## config.mk

```make
export PLATFORM = sky130hd
export DESIGN_NAME = msrv32_target_adder_pipe
export DESIGN_NICKNAME = d
export VERILOG_FILES = /design/src/rtl/msrv32_target_adder_pipe_pkg.sv /design/src/rtl/msrv32_target_adder_pipe_tap_stage.sv /design/src/rtl/msrv32_target_adder_pipe.sv
export SDC_FILE = /design/constraint.sdc
export NUM_CORES = 1
export LEC_CHECK = 0
export ABC_CLOCK_PERIOD_IN_PS = 2350
export CORE_ASPECT_RATIO = 0.8
export CORE_MARGIN = 2
export CORE_UTILIZATION = 47
export DETAILED_ROUTE_END_ITERATION = 16
export GPL_TIMING_DRIVEN = 1
export PLACE_DENSITY_LB_ADDON = 0.15
export SETUP_SLACK_MARGIN = 0.3
export SLEW_MARGIN = 20
export SYNTH_ARGS = -nofsm -noshare
export SYNTH_HDL_FRONTEND = slang
export SYNTH_SLANG_ARGS = --single-unit
export TNS_END_PERCENT = 100
```

## constraint.sdc

```tcl
create_clock -name ms_riscv32_mp_clk_in -period 2.35 [get_ports ms_riscv32_mp_clk_in]
set_clock_uncertainty 0.05 [all_clocks]
set_input_delay 0.3525 -clock ms_riscv32_mp_clk_in [delete_from_list [all_inputs] [get_ports ms_riscv32_mp_clk_in]]
set_output_delay 0.3525 -clock ms_riscv32_mp_clk_in [all_outputs]
set_load 0.05 [all_outputs]
```

## src/rtl/msrv32_target_adder_pipe_pkg.sv

```systemverilog
// ----------------------------------------------------------------------------
// msrv32_pkg
// Shared definitions for the msrv32 target-address unit:
//   mode_t  - operation mode encoding carried on mode_in
//   PC_INC  - link-address increment (size of one 32-bit instruction)
// ----------------------------------------------------------------------------
package msrv32_pkg;

   typedef enum logic [1:0] {
      MODE_AUIPC  = 2'b00,
      MODE_JAL    = 2'b01,
      MODE_JALR   = 2'b10,
      MODE_BRANCH = 2'b11
   } mode_t;

   localparam int unsigned PC_INC = 4;

endpackage

```

## src/rtl/msrv32_target_adder_pipe_tap_stage.sv

```systemverilog
// ----------------------------------------------------------------------------
// msrv32_tap_stage
// One elastic pipeline register: a valid bit plus a WIDTH-bit payload.
//   clk, rst_n : clock, asynchronous active-low reset (clears valid and data)
//   flush      : clear valid on the next edge and refuse new data
//   load       : stage is free to take valid_d/data_d this cycle
//   valid_d    : incoming valid
//   data_d     : incoming payload
//   valid_q    : stage holds a live entry
//   data_q     : held payload
// ----------------------------------------------------------------------------
module msrv32_tap_stage #(
   parameter int WIDTH = 8
) (
   input  logic             clk,
   input  logic             rst_n,
   input  logic             flush,
   input  logic             load,
   input  logic             valid_d,
   input  logic [WIDTH-1:0] data_d,
   output logic             valid_q,
   output logic [WIDTH-1:0] data_q
);

   // NOTE: sequential state uses non-blocking assignments so every register
   // samples pre-edge values regardless of process ordering.
   always_ff @(posedge clk or negedge rst_n) begin
      if (!rst_n) begin
         valid_q <= 1'b0;
         // NOTE: the payload is reset too, because the unit's outputs must
         // read zero while in reset; it is never cleared by flush.
         data_q  <= '0;
      end else begin
         if (flush) begin
            valid_q <= 1'b0;
         end else if (load) begin
            valid_q <= valid_d;
         end
         // Payload only moves for a real entry, so held outputs stay stable
         // and bubbles do not toggle the data path.
         if (load && valid_d && !flush) begin
            data_q <= data_d;
         end
      end
   end

endmodule

```

## src/rtl/msrv32_target_adder_pipe.sv

```systemverilog
// ----------------------------------------------------------------------------
// msrv32_target_adder_pipe
// Pipelined branch/jump/AUIPC target adder with link-address generation.
//   ms_riscv32_mp_clk_in   : clock
//   ms_riscv32_mp_rst_n_in : asynchronous active-low reset
//   flush_in               : kill all in-flight entries, block the current input
//   valid_in / ready_out   : request handshake
//   mode_in, pc_in, rs_1_in, imm_in : request operands
//   valid_out / ready_in   : result handshake
//   iadder_out, link_out, misaligned_out : result
// STAGES=1 computes everything at the input; STAGES=2 splits the add at the
// half-word boundary and finishes in the second stage.
// ----------------------------------------------------------------------------
module msrv32_target_adder_pipe
   import msrv32_pkg::*;
#(
   parameter int XLEN   = 32,
   parameter int STAGES = 1,
   parameter int IALIGN = 32
) (
   input  logic            ms_riscv32_mp_clk_in,
   input  logic            ms_riscv32_mp_rst_n_in,
   input  logic            flush_in,
   input  logic            valid_in,
   output logic            ready_out,
   input  logic [1:0]      mode_in,
   input  logic [XLEN-1:0] pc_in,
   input  logic [XLEN-1:0] rs_1_in,
   input  logic [XLEN-1:0] imm_in,
   output logic            valid_out,
   input  logic            ready_in,
   output logic [XLEN-1:0] iadder_out,
   output logic [XLEN-1:0] link_out,
   output logic            misaligned_out
);

   localparam int HALF = XLEN / 2;

   typedef struct packed {
      logic [XLEN-1:0] target;
      logic [XLEN-1:0] link;
      logic            misaligned;
   } result_t;

   // Intermediate state of the split adder between stage 1 and stage 2.
   typedef struct packed {
      logic            carry;
      logic [HALF-1:0] sum_lo;
      logic [HALF-1:0] base_hi;
      logic [HALF-1:0] imm_hi;
      mode_t           mode;
      logic [XLEN-1:0] pc;
   } split_t;

   // JALR clears bit 0 before the alignment check; AUIPC is data, not a
   // control-flow target, so it never flags.
   function automatic result_t finalize(input mode_t mode,
                                        input logic [XLEN-1:0] sum,
                                        input logic [XLEN-1:0] pc);
      result_t r;
      r.target = sum;
      if (mode == MODE_JALR) r.target[0] = 1'b0;
      r.misaligned = (IALIGN == 32) && (mode != MODE_AUIPC) && r.target[1];
      r.link       = pc + XLEN'(PC_INC);
      return r;
   endfunction

   mode_t           mode;
   logic [XLEN-1:0] base;
   result_t         out_q;

   assign mode = mode_t'(mode_in);
   assign base = (mode == MODE_JALR) ? rs_1_in : pc_in;

   assign iadder_out     = out_q.target;
   assign link_out       = out_q.link;
   assign misaligned_out = out_q.misaligned;

   if (STAGES == 1) begin : g_one
      logic    load;
      result_t res_d;

      assign load      = !valid_out || ready_in;
      assign ready_out = load;
      assign res_d     = finalize(mode, base + imm_in, pc_in);

      msrv32_tap_stage #(.WIDTH($bits(result_t))) u_stage_1 (
         .clk     (ms_riscv32_mp_clk_in),
         .rst_n   (ms_riscv32_mp_rst_n_in),
         .flush   (flush_in),
         .load    (load),
         .valid_d (valid_in),
         .data_d  (res_d),
         .valid_q (valid_out),
         .data_q  (out_q)
      );
   end else if (STAGES == 2) begin : g_two
      logic          load_1;
      logic          load_2;
      logic          valid_1;
      logic [HALF:0] lo_sum;
      split_t        split_d;
      split_t        split_q;
      logic [HALF-1:0] hi_sum;
      result_t       res_d;

      // Stage 1 may load when it is empty or its entry advances into stage 2.
      assign load_2    = !valid_out || ready_in;
      assign load_1    = !valid_1 || load_2;
      assign ready_out = load_1;

      assign lo_sum = {1'b0, base[HALF-1:0]} + {1'b0, imm_in[HALF-1:0]};

      assign split_d.carry   = lo_sum[HALF];
      assign split_d.sum_lo  = lo_sum[HALF-1:0];
      assign split_d.base_hi = base[XLEN-1:HALF];
      assign split_d.imm_hi  = imm_in[XLEN-1:HALF];
      assign split_d.mode    = mode;
      assign split_d.pc      = pc_in;

      msrv32_tap_stage #(.WIDTH($bits(split_t))) u_stage_1 (
         .clk     (ms_riscv32_mp_clk_in),
         .rst_n   (ms_riscv32_mp_rst_n_in),
         .flush   (flush_in),
         .load    (load_1),
         .valid_d (valid_in),
         .data_d  (split_d),
         .valid_q (valid_1),
         .data_q  (split_q)
      );

      assign hi_sum = split_q.base_hi + split_q.imm_hi
                    + {{(HALF-1){1'b0}}, split_q.carry};
      assign res_d  = finalize(split_q.mode, {hi_sum, split_q.sum_lo}, split_q.pc);

      msrv32_tap_stage #(.WIDTH($bits(result_t))) u_stage_2 (
         .clk     (ms_riscv32_mp_clk_in),
         .rst_n   (ms_riscv32_mp_rst_n_in),
         .flush   (flush_in),
         .load    (load_2),
         .valid_d (valid_1),
         .data_d  (res_d),
         .valid_q (valid_out),
         .data_q  (out_q)
      );
   end else begin : g_bad
      $error("msrv32_target_adder_pipe: STAGES must be 1 or 2");
   end

endmodule

```

==> results.sh, run 1 <==
export IMPL_status="finished, violations left"
export IMPL_violations_in_the_final_reports="setup timing"
export IMPL_combinationalPowerShare_pct=54.3
export IMPL_synth_top_cells_by_area="sky130_fd_sc_hd__dfrtp_1 (33%), sky130_fd_sc_hd__ha_1 (8.7%), sky130_fd_sc_hd__nand2_1 (7.7%)"
export IMPL_grt_setup_unrepaired="yes"
export IMPL_dp_hpwl_mm=14.3
export IMPL_finalCriticalPeriod_ps=2950
export IMPL_power_per_cell_area_nw_per_um2=688
export IMPL_synth_largest_area_cell="sky130_fd_sc_hd__dfrtp_1"
export IMPL_worst_slew_pin_slew_ps=561
export IMPL_synthesis_nets=721
export IMPL_drv_slew=0
export IMPL_synth_yosys_warnings=0
export IMPL_routed_via_count=6730
export IMPL_route_antenna_remaining_nets=0
export IMPL_route_final_wire_length_mm=26.9
export IMPL_setup_ws_ps=-600
export IMPL_critical_path_sink_type="flip-flop"
export IMPL_rr_worst_depth=6
export IMPL_route_detailed_wl_per_inst_um=25.5
export IMPL_power_share_clock_pct=22.2
export IMPL_cts_tree="done"
export IMPL_clock_insertion_delay_worst_skew_ps=350
export IMPL_hold_vio_cnt_final=0
export IMPL_layout_cells_sized_above_1_pct=39.7
export IMPL_number_of_top_level_design_ports=170
export IMPL_design_core_area_um2=10300
export IMPL_synth_top_cell_area_share_pct=32.8
export IMPL_number_of_global_route_vias_before_repair=6396
export IMPL_dr_pass1_iters=5
export IMPL_grt_pass1_wl_mm=35.4
export IMPL_worst_ep_arrival_time_ps=3130
export IMPL_syn_avg_cell_area_um2=8.65
export IMPL_synth_edff_count=0
export IMPL_maximum_number_of_pins_on_one_net_before_global_route_repair=46
export IMPL_timing_final_crit_share_pct=126
export IMPL_synth_seq_area_share_pct=32.8
export IMPL_yosysUniqueCellTypes=62
export IMPL_power_share_sequential_pct=23.5
export IMPL_dominantRegCellSynth="sky130_fd_sc_hd__dfrtp_1"
export IMPL_sw_ratio_pct=43.3
export IMPL_vias_per_cell=6.37
export IMPL_finalWeightedCongestion=0.941
export IMPL_clkTransAtPathRegs_ps=60
export IMPL_cp_max_fo=5
export IMPL_power_leakage_nw=4.13
export IMPL_internal_power_mw=3.71
export IMPL_nNetsFinal=1051
export IMPL_ff2ff_setup_slack_ps=420
export IMPL_cts_sink_count=66
export IMPL_hold_ws_ps=309
export IMPL_clk_root_buffer_cell="sky130_fd_sc_hd__clkbuf_16"
export IMPL_layout_area_overhead_vs_synth_pct=88.8
export IMPL_globalRouteTotalUtil_pct=40.5
export IMPL_max_cap_viol_count=0
export IMPL_antenna_cells=0
export IMPL_worst_setup_path_start_kind="input port"
export IMPL_p_sw_mw=2.83
export IMPL_detail_route_iter0_violations=671
export IMPL_synth_seq_cells=66
export IMPL_drc=0
export IMPL_start_util_pct=48.8
export IMPL_netlist_area_um2=5030
export IMPL_setup_worst_path_class="in -> reg"
export IMPL_cp_required_ps=2530
export IMPL_floorplan_die_height_um=96.6
export IMPL_total_grt_overflow=0
export IMPL_setup_violations_final=26
export IMPL_clk_path_buf_depth=2
export IMPL_numCtsBuffers=9
export IMPL_worst_hold_path_type="in -> reg"
export IMPL_floorplan_die_area_um2=11600
export IMPL_maxClockFrequency_mhz=339
export IMPL_antenna_found_initial=1
export IMPL_cts_max_level=3
export IMPL_timing_max_slew_rel_slack_pct=62.5
export IMPL_min_delay_path_depth=3
export IMPL_floorplan_die_width_um=120
export IMPL_async_reset_ff_share_pct=100
export IMPL_synthCells=582
export IMPL_num_rows=33
export IMPL_buffer_ports_inserted=169
export IMPL_final_setup_tns_ps=-11310
export IMPL_irDropWorstVdd_mv=0.572
-- final timing paths --
check | endpoint | startpoint
max in group asynchronous | g_one.u_stage_1.valid_q$_DFFE_PN0P_ | ms_riscv32_mp_rst_n_in
setup / recovery | g_one.u_stage_1.data_q[60]$_DFFE_PN0P_ | mode_in[1]
hold reg to reg | g_one.u_stage_1.data_q[55]$_DFFE_PN0P_ | g_one.u_stage_1.data_q[55]$_DFFE_PN0P_
hold / removal | g_one.u_stage_1.data_q[0]$_DFFE_PN0P_ | mode_in[1]
min in group asynchronous | g_one.u_stage_1.data_q[11]$_DFFE_PN0P_ | ms_riscv32_mp_rst_n_in
setup reg to reg | g_one.u_stage_1.data_q[40]$_DFFE_PN0P_ | g_one.u_stage_1.valid_q$_DFFE_PN0P_
-- power by group through the flow --
| stage | sequential, mW | combinational (mW) | clock [mW] |
|---|---|---|---|
| 6_report | 1.53 | 3.55 | 1.45 |
| 2_1_floorplan | 2.32 | 0.867 | 0 |
| 3_3_place_gp | 1.51 | 2.84 | 0 |
| 5_1_grt | 1.55 | 3.67 | 1.49 |
| 4_1_cts | 1.51 | 3.19 | 1.44 |
| 3_5_place_dp | 1.52 | 2.89 | 0 |
-- critical path: stages --
cell and delay, ps:
sky130_fd_sc_hd__buf_6 70, sky130_fd_sc_hd__nor2b_4 200, sky130_fd_sc_hd__buf_12 140, sky130_fd_sc_hd__buf_4 120
sky130_fd_sc_hd__mux2_2 410, sky130_fd_sc_hd__ha_4 370, sky130_fd_sc_hd__o21a_1 220, sky130_fd_sc_hd__nor2_4 60
sky130_fd_sc_hd__a211oi_4 340, sky130_fd_sc_hd__o21ai_4 140, sky130_fd_sc_hd__buf_12 160, sky130_fd_sc_hd__a211oi_2 220
sky130_fd_sc_hd__nor4_2 60, sky130_fd_sc_hd__xor2_1 160, sky130_fd_sc_hd__o21ai_1 90
-- Yosys cell counts (6+ instances only) --
library cell	count
sky130_fd_sc_hd__ha_1	35
sky130_fd_sc_hd__nor2_1	30
sky130_fd_sc_hd__a21o_1	13
sky130_fd_sc_hd__a21oi_1	33
sky130_fd_sc_hd__clkbuf_1	24
sky130_fd_sc_hd__nor2_2	6
sky130_fd_sc_hd__nand4_1	14
sky130_fd_sc_hd__nand2_1	103
sky130_fd_sc_hd__inv_1	9
sky130_fd_sc_hd__xnor2_1	24
sky130_fd_sc_hd__o21ai_0	44
sky130_fd_sc_hd__mux2_2	29
sky130_fd_sc_hd__xor2_1	30
sky130_fd_sc_hd__dfrtp_1	66
sky130_fd_sc_hd__o21ai_1	24
sky130_fd_sc_hd__nand3_1	13
sky130_fd_sc_hd__nor3_1	7
-- routing by layer --
layer	GRT usage (%)	up-vias	wire length [um]
met4	17.9	0	2270
met3	7.86	219	2680
li1	-	2729	-
met5	0	-	0
met1	47.9	3191	9440
met2	72.6	591	12500
-- flip-flops by register name (all words and copies together) (netlist names) --
name / cells
g_one.u_stage_1.data_q: 65
g_one.u_stage_1.valid_q: 1
-- area by class of cell --
class	instances	area (um^2)
multi-input combinational	481	4170
timing repair buffer	345	3160
sequential	66	1650
fill	377	820
clock buffer	11	253
tap	140	175
clock inverter	5	60.1
inverter	9	33.8
-- repair_timing --
action | CTS | global route
endpoints found under the setup margin | 42 | 38
hold buffers | 1 | 0
pin swaps | 65 | 48
resized for setup | 124 | 68
hold endpoints to repair | 19 | 0
buffers inserted | 31 | 12
-- stage by stage --
step           setup WS (ps)  std cells  instance area, um^2  util [%]  power [mW]
2_1_floorplan           -573        582                 5360         -        3.18
3_3_place_gp           -1170        997                 8060      78.1        4.35
3_5_place_dp           -1280        997                 8060      78.1        4.42
4_1_cts                 -414       1045                 9160      88.7        6.13
5_1_grt                 -634       1057                 9500      92.1        6.71
6_report                -600       1057                 9500      92.1        6.54
-- placed cells by master, fill, tap and decap left out, drive strengths merged, types with 3 or more instances in the layout --
master	Yosys	final
o21a	3	3
inv	9	11
clkdlybuf4s50	0	149
dlymetal6s2s	0	4
buf	2	179
a21o	14	14
dlygate4sd2	0	3
dfrtp	66	66
nand3	14	14
o21ai	71	71
nor2	37	37
o31ai	4	4
o21bai	3	3
mux2i	3	3
nor3	7	7
mux2	29	29
xnor2	24	24
clkbuf	24	17
nand2	105	105
and4	5	5
nand4	16	16
nor4	3	3
nand2b	4	4
a21oi	36	36
clkdlybuf4s15	0	3
nor2b	4	4
o211ai	3	3
a211oi	6	6
ha	35	35
xor2	30	30
-- kinds of logic after synthesis --
group	Yosys count	share of synthesized area (%)
AO/OA/AOI/OAI	154	19.2
buffers and inverters	35	2.61
adder cells (fa/ha/maj)	36	9.10
XOR/XNOR	54	9.40
AND/OR/NAND/NOR	205	19.8
flip-flops	66	32.8
multiplexers	32	7.09
Power figures use the tool's default switching activity.
==> inputs of run 2 (changes only) <==
--- a/config.mk
+++ b/config.mk
@@ -5,10 +5,11 @@
 export SDC_FILE = /design/constraint.sdc
 export NUM_CORES = 1
 export LEC_CHECK = 0
-export ABC_CLOCK_PERIOD_IN_PS = 2350
+export CELL_PAD_IN_SITES_DETAIL_PLACEMENT = 1
+export CELL_PAD_IN_SITES_GLOBAL_PLACEMENT = 2
 export CORE_ASPECT_RATIO = 0.8
 export CORE_MARGIN = 2
-export CORE_UTILIZATION = 47
+export CORE_UTILIZATION = 27
 export DETAILED_ROUTE_END_ITERATION = 16
 export GPL_TIMING_DRIVEN = 1
 export PLACE_DENSITY_LB_ADDON = 0.15
==> run 2 against run 1 <==
Net effect: the run still ends with setup timing left; first-iteration DRC count is 72% lower; count of clock-buffer cells in the layout shrank 1; combinational power fell by 5%; critical endpoint is now g_one.u_stage_1.data_q[64]$_DFFE_PN0P_; largest power group unchanged; highest routed layer unchanged.
==> results.sh, run 2 (synthesized netlist as in run 1, its figures left out) <==
export IMPL_status="finished, violations left"
export IMPL_violations_in_the_final_reports="setup timing"
export IMPL_power_share_clock_pct=25.2
export IMPL_cp_max_fo=4
export IMPL_antenna_found_initial=0
export IMPL_largest_register_ff_count=65
export IMPL_hold_vio_cnt_final=0
export IMPL_power_per_cell_area_nw_per_um2=671
export IMPL_max_cap_viol_count=0
export IMPL_internal_power_mw=3.90
export IMPL_p_sw_mw=2.62
export IMPL_post_place_ws_ps=-1500
export IMPL_cts_tree="done"
export IMPL_route_detailed_wl_per_inst_um=18.7
export IMPL_drc=0
export IMPL_ff2ff_setup_slack_ps=540
export IMPL_final_fill_count=1997
export IMPL_dp_hpwl_mm=16.6
export IMPL_finalWeightedCongestion=0.923
export IMPL_post_detailed_placement_cell_area_um2=8370
export IMPL_cts_max_level=3
export IMPL_critical_path_sink_type="flip-flop"
export IMPL_floorplan_die_height_um=126
export IMPL_clk_path_buf_depth=2
export IMPL_nNetsFinal=1054
export IMPL_clock_insertion_delay_worst_skew_ps=350
export IMPL_dr_pass1_iters=4
export IMPL_reg_largest_list="g_one.u_stage_1.data_q (65), g_one.u_stage_1.valid_q (1)"
export IMPL_crit_end="g_one.u_stage_1.data_q[64]$_DFFE_PN0P_"
export IMPL_combinationalPowerShare_pct=51.8
export IMPL_sw_ratio_pct=40.2
export IMPL_vias_per_cell=4.74
export IMPL_layout_cells_most_common="sky130_fd_sc_hd__clkdlybuf4s50_1"
export IMPL_start_util_pct=27.6
export IMPL_startpoint="mode_in[0]"
export IMPL_floorplan_die_width_um=157
export IMPL_delay_of_the_slowest_cell_on_the_worst_path_ps=330
export IMPL_finalCriticalPeriod_ps=2900
export IMPL_maximum_number_of_pins_on_one_net_before_global_route_repair=67
export IMPL_total_grt_overflow=0
export IMPL_design_core_area_um2=18200
export IMPL_buffer_ports_inserted=169
export IMPL_route_antenna_remaining_nets=0
export IMPL_regToRegEndpoint="g_one.u_stage_1.data_q[0]$_DFFE_PN0P_"
export IMPL_r2r_start="g_one.u_stage_1.valid_q$_DFFE_PN0P_"
export IMPL_power_leakage_nw=4.17
export IMPL_critical_path_n_buffers_inverters=4
export IMPL_rr_worst_depth=6
export IMPL_num_rows=44
export IMPL_setup_worst_path_class="in -> reg"
export IMPL_routed_via_count=5559
export IMPL_drv_slew=0
export IMPL_clk_root_buffer_cell="sky130_fd_sc_hd__clkbuf_16"
export IMPL_numCtsBuffers=9
export IMPL_detail_route_iter0_violations=190
export IMPL_layout_area_overhead_vs_synth_pct=93.3
export IMPL_floorplan_die_area_um2=19800
export IMPL_timing_max_slew_rel_slack_pct=59.9
export IMPL_setup_violations_final=24
export IMPL_worst_hold_path_type="in -> reg"
export IMPL_timing_final_crit_share_pct=123
export IMPL_cell_with_the_largest_stage_delay_on_the_worst_path="sky130_fd_sc_hd__a2111oi_2"
export IMPL_worst_setup_path_start_kind="input port"
export IMPL_worst_slew_pin_slew_ps=599
export IMPL_grt_pass1_wl_mm=33.9
export IMPL_cpMostUsedCell="sky130_fd_sc_hd__buf_6"
export IMPL_path_cells="buf_6 -> nor2b_4 -> buf_6 -> mux2_4 -> ha_4 -> buf_6 -> a211o_1 -> a21oi_4 -> a211oi_4 -> buf_6 -> o21ai_4 -> a21oi_2 -> a2111oi_2 -> xnor2_1 -> o21ai_1"
export IMPL_clkTransAtPathRegs_ps=60
export IMPL_final_cell_mix="sky130_fd_sc_hd__clkdlybuf4s50_1 (149), sky130_fd_sc_hd__buf_4 (140), sky130_fd_sc_hd__nand2_1 (93)"
export IMPL_setup_ws_ps=-550
export IMPL_antenna_cells=0
export IMPL_power_share_sequential_pct=23.0
export IMPL_grt_setup_unrepaired="yes"
export IMPL_layout_cells_sized_above_1_pct=38.7
export IMPL_number_of_global_route_vias_before_repair=6133
export IMPL_cp_num_cells=15
export IMPL_maxClockFrequency_mhz=345
export IMPL_number_of_top_level_design_ports=170
export IMPL_globalRouteTotalUtil_pct=22.1
export IMPL_cts_sink_count=66
export IMPL_irDropWorstVdd_mv=0.411
export IMPL_route_final_wire_length_mm=21.9
export IMPL_registers_top_by_ff_count="g_one.u_stage_1.data_q"
export IMPL_path_delay_family="compound AO/OA/AOI/OAI gates"
export IMPL_cp_required_ps=2530
export IMPL_worst_ep_arrival_time_ps=3080
export IMPL_finalInstanceArea_um2=9730
==> run 2: cell count changes in the layout (fill, tap and decap cells not counted), sizes merged <==
cell	delta
dlygate4sd2	+7
clkbuf	-6
buf	+3
bufinv	+2
clkdlybuf4s15	-2
clkinv	+1
clkinvlp	-1
inv	-1
==> run 2: final cells by class <==
cell class	count	area (um^2)	share of cell area, %
multi-input combinational	481	4100	42.2
clock buffer	10	239	2.46
timing repair buffer	348	3270	33.6
sequential	66	1650	17.0
inverter	9	33.8	0.347
tap	253	317	3.25
clock inverter	6	113	1.16
==> run 2: worst min path at each step <==
stage | endpoint | cells after the start | startpoint | slack (ps)
after global placement | g_one.u_stage_1.data_q[38]$_DFFE_PN0P_ | 2 | ms_riscv32_mp_rst_n_in | 350
after floorplan | g_one.u_stage_1.data_q[0]$_DFFE_PN0P_ | 0 | ms_riscv32_mp_rst_n_in | 7
final | g_one.u_stage_1.data_q[0]$_DFFE_PN0P_ | 3 | mode_in[1] | 290
after CTS | g_one.u_stage_1.data_q[0]$_DFFE_PN0P_ | 3 | mode_in[1] | 280
after global routing | g_one.u_stage_1.data_q[0]$_DFFE_PN0P_ | 3 | mode_in[1] | 320
after detailed placement | g_one.u_stage_1.data_q[4]$_DFFE_PN0P_ | 2 | ms_riscv32_mp_rst_n_in | 360
==> run 2: routing by layer <==
metal / global-route usage (%) / vias to the layer above / part of all wire [%]
li1: - / 2732 / -
met1: 30.1 / 2709 / 47
met3: 3.44 / 21 / 2.9
met2: 37.0 / 97 / 49
met5: 0 / - / 0
met4: 5.18 / 0 / 1.2
==> run 2: timing repair <==
item                                    in CTS  in global routing
hold endpoints to repair                    48                  0
gates cloned                                 1                  0
pin swaps                                   43                 46
buffers inserted                            20                 12
endpoints found under the setup margin      40                 35
hold buffers                                 1                  0
gates resized for setup                     92                 80
==> run 2: worst reg2reg max path, delay by kind of cell (launching register included) <==
family                 cells  cell delay, ps
and+or+nand+nor            3             640
buffers and inverters      2             560
DFF                        1             360
AOI/OAI and AO/OA          1              90
==> run 2: through the flow <==
step | hold slack (ps) | total power [mW] | util [%] | setup TNS (ps) | cells
final | 288 | 6.53 | 53.4 | -9030 | 1173
after global routing | 318 | 6.87 | 53.4 | -11510 | 1173
after CTS | 279 | 6.38 | 50.8 | -8240 | 1161
after detailed placement | 359 | 4.52 | 45.9 | -33750 | 1123
after global placement | 355 | 4.46 | 45.9 | -31150 | 1123
after floorplan | 6.91 | 3.18 | - | -7290 | 582
==> run 2: power groups by stage <==
stage | Sequential [mW] | Combinational, mW | Clock, mW
after detailed placement | 1.52 | 3.00 | 0
after CTS | 1.51 | 3.17 | 1.70
after floorplan | 2.32 | 0.867 | 0
final | 1.50 | 3.38 | 1.65
after global routing | 1.53 | 3.59 | 1.74
after global placement | 1.51 | 2.95 | 0
==> inputs of run 3 (changes only) <==
--- a/config.mk
+++ b/config.mk
@@ -12,7 +12,7 @@
 export CORE_UTILIZATION = 27
 export DETAILED_ROUTE_END_ITERATION = 16
 export GPL_TIMING_DRIVEN = 1
-export PLACE_DENSITY_LB_ADDON = 0.15
+export PLACE_DENSITY = 0.88
 export SETUP_SLACK_MARGIN = 0.3
 export SLEW_MARGIN = 20
 export SYNTH_ARGS = -nofsm -noshare
==> run 3 against run 2 <==
Net effect: the run still ends with setup timing left; worst hold slack gained 22 ps; cell count grew 1.1%; combinational power grew 3%; total power shrank 1.6%; highest routed layer unchanged; maximum frequency shrank 0.11%; largest cell class unchanged; routed wire length grew 11%; sequential share of layout area shrank 0.21 points; cell area grew 1.3%; largest power group unchanged.
==> results.sh, run 3 (synthesized netlist as in run 1, its figures left out) <==
export IMPL_grt_setup_unrepaired="yes"
export IMPL_cp_max_fo=8
export IMPL_registers_top_by_ff_count="g_one.u_stage_1.data_q"
export IMPL_violations_in_the_final_reports="setup timing"
export IMPL_irDropWorstVdd_mv=0.546
export IMPL_post_place_ws_ps=-1330
export IMPL_nNetsFinal=1067
export IMPL_p_sw_mw=2.72
export IMPL_floorplan_die_area_um2=19800
export IMPL_setup_ws_ps=-553
export IMPL_cp_required_ps=2520
export IMPL_grt_pass1_wl_mm=36.9
export IMPL_route_detailed_wl_per_inst_um=20.5
export IMPL_sw_ratio_pct=42.3
export IMPL_max_cap_viol_count=0
export IMPL_detail_route_iter0_violations=237
export IMPL_maximum_number_of_pins_on_one_net_before_global_route_repair=88
export IMPL_floorplan_die_width_um=157
export IMPL_worst_ep_arrival_time_ps=3080
export IMPL_reg_largest_list="g_one.u_stage_1.data_q (65), g_one.u_stage_1.valid_q (1)"
export IMPL_hold_ws_ps=310
export IMPL_timing_final_crit_share_pct=124
export IMPL_drc=0
export IMPL_vias_per_cell=5.00
export IMPL_route_antenna_remaining_nets=0
export IMPL_clk_path_buf_depth=2
export IMPL_buffer_ports_inserted=169
export IMPL_antenna_found_initial=0
export IMPL_critical_path_n_buffers_inverters=5
export IMPL_cell_with_the_largest_stage_delay_on_the_worst_path="sky130_fd_sc_hd__mux2_4"
export IMPL_cts_max_level=3
export IMPL_clkTransAtPathRegs_ps=60
export IMPL_floorplan_die_height_um=126
export IMPL_num_rows=44
export IMPL_antenna_cells=0
export IMPL_power_share_clock_pct=22.0
export IMPL_internal_power_mw=3.70
export IMPL_power_per_cell_area_nw_per_um2=652
export IMPL_final_fill_count=2021
export IMPL_layout_area_overhead_vs_synth_pct=95.7
export IMPL_path_cells="buf_6 -> nor2b_4 -> buf_12 -> buf_12 -> buf_6 -> mux2_4 -> ha_4 -> o21a_1 -> o21ai_2 -> o22ai_2 -> nor2_4 -> buf_6 -> nand2_2 -> a31oi_2 -> xor2_1 -> o21ai_1"
export IMPL_start_util_pct=27.6
export IMPL_worst_hold_path_type="in -> reg"
export IMPL_finalCriticalPeriod_ps=2900
export IMPL_dr_pass1_iters=4
export IMPL_numCtsBuffers=9
export IMPL_delay_of_the_slowest_cell_on_the_worst_path_ps=300
export IMPL_total_area_of_multi_input_combinational_cells_um2=4170
export IMPL_dp_hpwl_mm=16.6
export IMPL_setup_worst_path_class="in -> reg"
export IMPL_hold_vio_cnt_final=0
export IMPL_route_final_wire_length_mm=24.3
export IMPL_drv_slew=0
export IMPL_cts_tree="done"
export IMPL_cpMostUsedCell="sky130_fd_sc_hd__buf_6"
export IMPL_status="finished, violations left"
export IMPL_cts_sink_count=66
export IMPL_finalWeightedCongestion=0.834
export IMPL_regArea_um2=1650
export IMPL_setup_violations_final=26
export IMPL_routed_via_count=5928
export IMPL_final_cell_mix="sky130_fd_sc_hd__buf_4 (150), sky130_fd_sc_hd__clkdlybuf4s50_1 (149), sky130_fd_sc_hd__nand2_1 (91)"
export IMPL_combinationalPowerShare_pct=54.4
export IMPL_path_delay_family="compound AO/OA/AOI/OAI gates"
export IMPL_layout_cells_sized_above_1_pct=41.3
export IMPL_total_grt_overflow=0
export IMPL_number_of_top_level_design_ports=170
export IMPL_power_leakage_nw=4.23
export IMPL_clk_root_buffer_cell="sky130_fd_sc_hd__clkbuf_16"
export IMPL_timing_max_slew_rel_slack_pct=61.8
export IMPL_worst_setup_path_start_kind="input port"
export IMPL_number_of_global_route_vias_before_repair=6717
export IMPL_maxClockFrequency_mhz=345
export IMPL_layout_cells_most_common="sky130_fd_sc_hd__buf_4"
export IMPL_critical_path_sink_type="flip-flop"
export IMPL_largest_register_ff_count=65
export IMPL_design_core_area_um2=18200
export IMPL_worst_slew_pin_slew_ps=571
export IMPL_globalRouteTotalUtil_pct=24.5
export IMPL_power_share_sequential_pct=23.6
export IMPL_clock_insertion_delay_worst_skew_ps=350
==> run 3: layout make-up <==
cell class,count,share of cell area (%)
clock buffer,9,2.29
clock inverter,7,0.800
tap,253,3.21
timing repair buffer,361,34.2
sequential,66,16.8
multi-input combinational,481,42.3
inverter,9,0.343
==> run 3: tightest hold or removal path: stages <==
cell	delay, ps
sky130_fd_sc_hd__buf_6	100
sky130_fd_sc_hd__nor2_1	130
sky130_fd_sc_hd__o31ai_1	90
==> run 3: repair_timing <==
item | 4_1_cts | 5_1_grt
pin swaps | 57 | 54
buffers inserted | 31 | 12
hold buffers | 1 | 0
endpoints found under the setup margin | 40 | 37
gates cloned | 1 | 0
gates resized for setup | 122 | 73
endpoints found under the hold margin | 59 | 0
==> run 3: routing by layer <==
| metal | part of all wire [%] | track usage, % | vias up |
|---|---|---|---|
| li1 | - | - | 2755 |
| met1 | 42 | 28.8 | 2943 |
| met2 | 50 | 44.3 | 167 |
| met3 | 4.1 | 4.78 | 63 |
| met4 | 3.9 | 8.36 | 0 |
| met5 | 0 | 0 | - |
==> run 3: path summary, 6_finish.rpt <==
| path | startpoint | to | slack, ps | depth (start not counted) |
|---|---|---|---|---|
| min in group asynchronous | ms_riscv32_mp_rst_n_in | g_one.u_stage_1.data_q[11]$_DFFE_PN0P_ | 520 | 3 |
| hold reg to reg | g_one.u_stage_1.data_q[19]$_DFFE_PN0P_ | g_one.u_stage_1.data_q[19]$_DFFE_PN0P_ | 430 | 2 |
| max in group asynchronous | ms_riscv32_mp_rst_n_in | g_one.u_stage_1.valid_q$_DFFE_PN0P_ | 1420 | 3 |
| hold / removal | mode_in[0] | g_one.u_stage_1.data_q[0]$_DFFE_PN0P_ | 310 | 3 |
| setup / recovery | mode_in[1] | g_one.u_stage_1.data_q[54]$_DFFE_PN0P_ | -550 | 16 |
| setup reg to reg | g_one.u_stage_1.valid_q$_DFFE_PN0P_ | g_one.u_stage_1.data_q[16]$_DFFE_PN0P_ | 530 | 5 |
==> run 3: power groups by stage <==
stage	clock [mW]	sequential (mW)	combinational, mW
after floorplan	0	2.32	0.867
after global placement	0	1.52	2.91
after detailed placement	0	1.52	2.98
after CTS	1.45	1.51	3.26
after global routing	1.48	1.54	3.69
final	1.41	1.51	3.49
==> run 3: through the flow <==
stage                     setup TNS [ps]  cells  area [um^2]  power (mW)  utilization (%)
final                             -10570   1186         9850        6.42             54.1
after floorplan                    -7290    582         5360        3.18                -
after CTS                          -8270   1174         9400        6.21             51.6
after global routing              -12770   1186         9850        6.71             54.1
after global placement            -29340   1125         8350        4.43             45.8
after detailed placement          -32000   1125         8350        4.50             45.8
